===== src/rtl/seq_pattern_ctrl_if.sv =====
// Output stream bundle of the countdown-pattern sequencer.
// master drives valid/data/line/last; slave returns ready.
interface seq_pattern_ctrl_if #(
    parameter int W  = 4,
    parameter int LW = 3
);
    logic          out_valid;
    logic          out_ready;
    logic [W-1:0]  out_data;
    logic [LW-1:0] out_line;
    logic          out_last;

    modport master (
        output out_valid,
        output out_data,
        output out_line,
        output out_last,
        input  out_ready
    );

    modport slave (
        input  out_valid,
        input  out_data,
        input  out_line,
        input  out_last,
        output out_ready
    );
endinterface


===== src/rtl/seq_pattern_ctrl.sv =====
// Countdown-pattern sequencer: emits top..1 per line, top shrinking by step.
// Ports: clk, reset (async active-low), start, abort, cfg_top/cfg_step/
// cfg_lines, out (stream master: valid/ready/data/line/last), busy, done.
module seq_pattern_ctrl #(
    parameter int W  = 4,
    parameter int LW = 3
) (
    input  logic          clk,
    input  logic          reset,
    input  logic          start,
    input  logic          abort,
    input  logic [W-1:0]  cfg_top,
    input  logic [W-1:0]  cfg_step,
    input  logic [LW-1:0] cfg_lines,
    seq_pattern_ctrl_if.master out,
    output logic          busy,
    output logic          done
);
    typedef enum logic [1:0] {
        IDLE,
        EMIT,
        LINE_END,
        DONE
    } state_t;

    localparam logic [W-1:0]  ONE  = W'(1);
    localparam logic [LW-1:0] LONE = LW'(1);

    state_t        state_q, state_d;
    logic [LW-1:0] line_q,  line_d;
    logic [LW-1:0] lines_q, lines_d;
    logic [W-1:0]  step_q,  step_d;
    logic [W-1:0]  top_q,   top_d;
    logic [W-1:0]  val_q,   val_d;

    logic emit;
    logic xfer;
    logic last_line;

    assign emit = (state_q == EMIT);
    assign xfer = emit & out.out_ready;
    // lines_q >= 1 whenever LINE_END is reachable, so no underflow
    assign last_line = (line_q == lines_q - LONE);

    always_ff @(posedge clk or negedge reset) begin
        if (!reset) begin
            state_q <= IDLE;
            line_q  <= '0;
            lines_q <= '0;
            step_q  <= '0;
            top_q   <= '0;
            val_q   <= '0;
        end else begin
            state_q <= state_d;
            line_q  <= line_d;
            lines_q <= lines_d;
            step_q  <= step_d;
            top_q   <= top_d;
            val_q   <= val_d;
        end
    end

    always_comb begin
        state_d = state_q;
        line_d  = line_q;
        lines_d = lines_q;
        step_d  = step_q;
        top_d   = top_q;
        val_d   = val_q;
        unique case (state_q)
            IDLE: begin
                if (start) begin
                    lines_d = cfg_lines;
                    step_d  = cfg_step;
                    top_d   = cfg_top;
                    val_d   = cfg_top;
                    line_d  = '0;
                    if (cfg_lines == '0 || cfg_top == '0)
                        state_d = DONE;
                    else
                        state_d = EMIT;
                end
            end
            EMIT: begin
                if (xfer) begin
                    if (val_q > ONE)
                        val_d = val_q - ONE;
                    else
                        state_d = LINE_END;
                end
            end
            LINE_END: begin
                // top <= step means the next line would start at <= 0
                if (last_line || top_q <= step_q) begin
                    state_d = DONE;
                end else begin
                    line_d  = line_q + LONE;
                    top_d   = top_q - step_q;
                    val_d   = top_q - step_q;
                    state_d = EMIT;
                end
            end
            DONE: begin
                state_d = IDLE;
            end
            default: begin
                state_d = IDLE;
            end
        endcase
        if (abort && state_q != IDLE)
            state_d = IDLE;
    end

    // outputs decode from registers only; out_ready never reaches them
    assign out.out_valid = emit;
    assign out.out_data  = emit ? val_q : '0;
    assign out.out_line  = emit ? line_q : '0;
    assign out.out_last  = emit && (val_q == ONE);
    assign busy          = (state_q != IDLE);
    assign done          = (state_q == DONE);
endmodule


===== src/flat_wrapper.sv =====
// flat-port wrapper written by rule: the top's interface ports become plain ports
module seq_pattern_ctrl_flat 
#(
    parameter int W  = 4,
    parameter int LW = 3
)
  (clk, reset, start, abort, cfg_top, cfg_step, cfg_lines, busy, done, out_out_valid, out_out_data, out_out_line, out_out_last, out_out_ready);
  seq_pattern_ctrl_if #(.W(W), .LW(LW)) out_i ();
  input  logic clk;
  input  logic reset;
  input  logic start;
  input  logic abort;
  input  logic [W-1:0] cfg_top;
  input  logic [W-1:0] cfg_step;
  input  logic [LW-1:0] cfg_lines;
  output logic busy;
  output logic done;
  output wire logic [$bits(out_i.out_valid)-1:0] out_out_valid;
  output wire logic [$bits(out_i.out_data)-1:0] out_out_data;
  output wire logic [$bits(out_i.out_line)-1:0] out_out_line;
  output wire logic [$bits(out_i.out_last)-1:0] out_out_last;
  input wire logic [$bits(out_i.out_ready)-1:0] out_out_ready;
  assign out_out_valid = out_i.out_valid;
  assign out_out_data = out_i.out_data;
  assign out_out_line = out_i.out_line;
  assign out_out_last = out_i.out_last;
  assign out_i.out_ready = out_out_ready;
  seq_pattern_ctrl #(.W(W), .LW(LW)) u_core (.clk(clk), .reset(reset), .start(start), .abort(abort), .cfg_top(cfg_top), .cfg_step(cfg_step), .cfg_lines(cfg_lines), .out(out_i), .busy(busy), .done(done));
endmodule

===== config.mk =====
export PLATFORM = sky130hd
export DESIGN_NAME = seq_pattern_ctrl_flat
export DESIGN_NICKNAME = d
export VERILOG_FILES = /design/src/rtl/seq_pattern_ctrl_if.sv /design/src/rtl/seq_pattern_ctrl.sv /design/src/flat_wrapper.sv
export SDC_FILE = /design/constraint.sdc
export NUM_CORES = 1
export LEC_CHECK = 0
export CAP_MARGIN = 20
export CORE_MARGIN = 2
export CORE_UTILIZATION = 55
export CTS_BUF_LIST = sky130_fd_sc_hd__clkbuf_16
export CTS_CLUSTER_SIZE = 25
export DETAILED_ROUTE_END_ITERATION = 10
export PLACE_DENSITY = 0.84
export SYNTH_ARGS = -nofsm -noshare
export SYNTH_HDL_FRONTEND = slang
export SYNTH_SLANG_ARGS = --single-unit
export TNS_END_PERCENT = 30

===== constraint.sdc =====
create_clock -name clk -period 4.9 [get_ports clk]
set_input_delay 0.98 -clock clk [delete_from_list [all_inputs] [get_ports clk]]
set_output_delay 0.98 -clock clk [all_outputs]
set_load 0.01 [all_outputs]

==> metrics.cfg <==
[logic_synthesis]
synth_top_area_share_pct=36.5
synth_cell_type_count=36
synthSimpleGateAreaFrac_pct=16.6
yosysSeqAreaShare_pct=36.5
synth.avg_cell_area_um2=9.73
synth_nets=170
synth_area_mm2=0.00137
ys_warn_count=0
synth-compound-area-share_pct=13.4
yosys-mux-area-fraction_pct=9.85
yosysTopAreaCell=dfrtp_1
netlist_instances=141
synthAdderAreaFrac_pct=12.4
ys_ff_latch=20
synth-xor-area-share_pct=6.11
synth_top_family_by_area=simple AND/OR/NAND/NOR gates
synth_area_leaders=dfrtp_1, ha_1, mux2_2

[finish]
mostFrequentLayoutCells=clkdlybuf4s50_1, dfrtp_1, inv_1
areaGrowthSynthToFinish_pct=28.0
n_antenna_cell=0
finalNetCount=198
final_common_cell=clkdlybuf4s50_1
drive_gt1_share_pct=11.9

[clock_network]
cts_htree_levels=1
clock-sinks=20
post-cts-setup-buffers=0
numCtsBuffers=3
cts-root-buf=clkbuf_16
cts_tree=built
cts_buffer_depth=2
clk_latency_ps=260
clk_pin_slew_worst_paths_ps=60
post_cts_resized=0
cts_hold_buf=0

[die]
ios=27
start_util_pct=57.0
core_mm2=0.00241
die_w_um=54.0
die_h_um=54.0
num_rows=18
dieArea_mm2=0.00291

[timing]
setup_violations=0
hold_slack_ps=503
finalHoldViolations=0
maxSlewHeadroom_pct=37.5
slew_viol_final=0
rsz0062_at_grt=false
finalSetupTns_ps=0
fin_skew_ps=4.36
max_freq_mhz=330
period_minus_slack_ps=3030
min_period_over_period_pct=61.8
tightest_slew_ps=935

[placed_design]
portBuffers=26
gp_congestion=0.837
dp_hpwl_mm=2.40

[route]
drt_iter0_markers=47
vias=1204
route.detailed.wl_per_inst_um=17.4
route.detailed.drc=0
ant_nets=0
wl_mm=3.44
vias_per_cell=6.08
first_pass_iters=5

[pwr]
ir_drop_mv=0.598
p_leak_nw=0.805
p_per_area_mw_per_mm2=710

[critical_path]
worst_ep_required_time_ps=3920
path_class=reg2out
crit_fanout=16
cp_data_arrival_time_ps=2050
start_kind=flop
end_kind=primary output

[outcome]
status=finished, final reports clean

[min_path]
hold_class=reg2reg

[global_routing]
grt_pass1_vias=1254
grt_pass1_wl_mm=5.45
antenna_found_initial=0
grt_max_degree=21
grt_usage_pct=26.8
grt.overflow.total=0

[job]
cap_violations=0

## critical path, cell delays in order (launching register included)
cell	delay, ps
dfrtp_1	420
inv_1	100
ha_1	470
nand2_1	100
nor3_1	150
clkdlybuf4s50_1	550
## cell type report
class	instances	area, um2
clock buffer	3	75.1
clock inverter	1	30.0
fill	158	653
inverter	14	52.6
multi-input combinational	104	801
sequential	20	500
tap	30	37.5
timing repair buffer	26	260
## cell families (layout without fill, tap and decap cells)
| kind of cell | after synthesis | after routing |
|---|---|---|
| simple gates | 45 | 45 |
| flops | 20 | 20 |
| mux | 12 | 12 |
| buf+inv | 17 | 44 |
| compound gates | 26 | 26 |
| xor+xnor | 8 | 8 |
| fa+ha+maj | 13 | 13 |
## registers in the layout (all words and copies together), names as in the netlist
signal / cells
u_core.top_q: 4
u_core.state_q: 2
u_core.line_q: 3
u_core.step_q: 4
u_core.lines_q: 3
u_core.val_q: 4
## synth_stat cells
cell type / n
dfrtp_1: 20
inv_1: 14
ha_1: 12
mux2_2: 12
nor2_1: 12
nand2_1: 11
xor2_1: 7
and2_1: 6
o21ai_0: 6
a31oi_1: 5
nor3_1: 5
a21oi_1: 3
a221o_1: 3
buf_4: 2
nor4_1: 2
a2111o_1: 1
a211oi_1: 1
a21boi_0: 1
a21o_1: 1
and2_2: 1
and4_1: 1
clkbuf_1: 1
fa_1: 1
nand2_2: 1
nand2b_1: 1
nand3_1: 1
nand4_1: 1
nand4_2: 1
nor2b_1: 1
o22ai_1: 1
o311ai_0: 1
o31ai_1: 1
o31ai_2: 1
o41ai_1: 1
or2b_1: 1
xnor3_1: 1
## final timing paths
check / start / end / slack (ps) / cells after the start
worst max-delay path: u_core.state_q[1] / out_out_last / 1870 / 5
worst min-delay path: u_core.step_q[2] / u_core.step_q[2] / 500 / 1
worst max register to register: u_core.top_q[0] / u_core.val_q[2] / 2480 / 9
worst min register to register: u_core.step_q[2] / u_core.step_q[2] / 500 / 1
max in group asynchronous: reset / u_core.step_q[2] / 3080 / 1
min in group asynchronous: reset / u_core.top_q[3] / 1250 / 1
## per-layer routing
layer	track usage (%)	share of wire (%)	wire, um	vias to the layer above
met3	3.61	7.9	273	14
met5	0	0	0	-
met4	13.2	3.0	102	0
li1	-	-	-	552
met1	30.7	39	1350	566
met2	48.4	50	1710	72
## per-stage QoR
stage | worst slack (ps) | instances | total power [W] | instance area (um2) | utilization, %
after floorplan | 2620 | 141 | 0.000802 | 1370 | -
after global placement | 2190 | 194 | 0.000950 | 1650 | 68.5
after detailed placement | 2100 | 194 | 0.000990 | 1650 | 68.5
after CTS | 1880 | 198 | 0.00124 | 1760 | 72.9
after global routing | 1790 | 198 | 0.00133 | 1760 | 72.9
final | 1870 | 198 | 0.00125 | 1760 | 72.9
## power by group
group / total [W] / switching [W] / leakage [nW] / internal (W)
Clock: 0.000227 / 0.0000650 / 0.0511 / 0.000162
Sequential: 0.000318 / 0.0000744 / 0.246 / 0.000243
Combinational: 0.000702 / 0.000371 / 0.508 / 0.000331
Total: 0.00125 / 0.000510 / 0.805 / 0.000737
No activity file was read; power rests on OpenSTA's default activity.
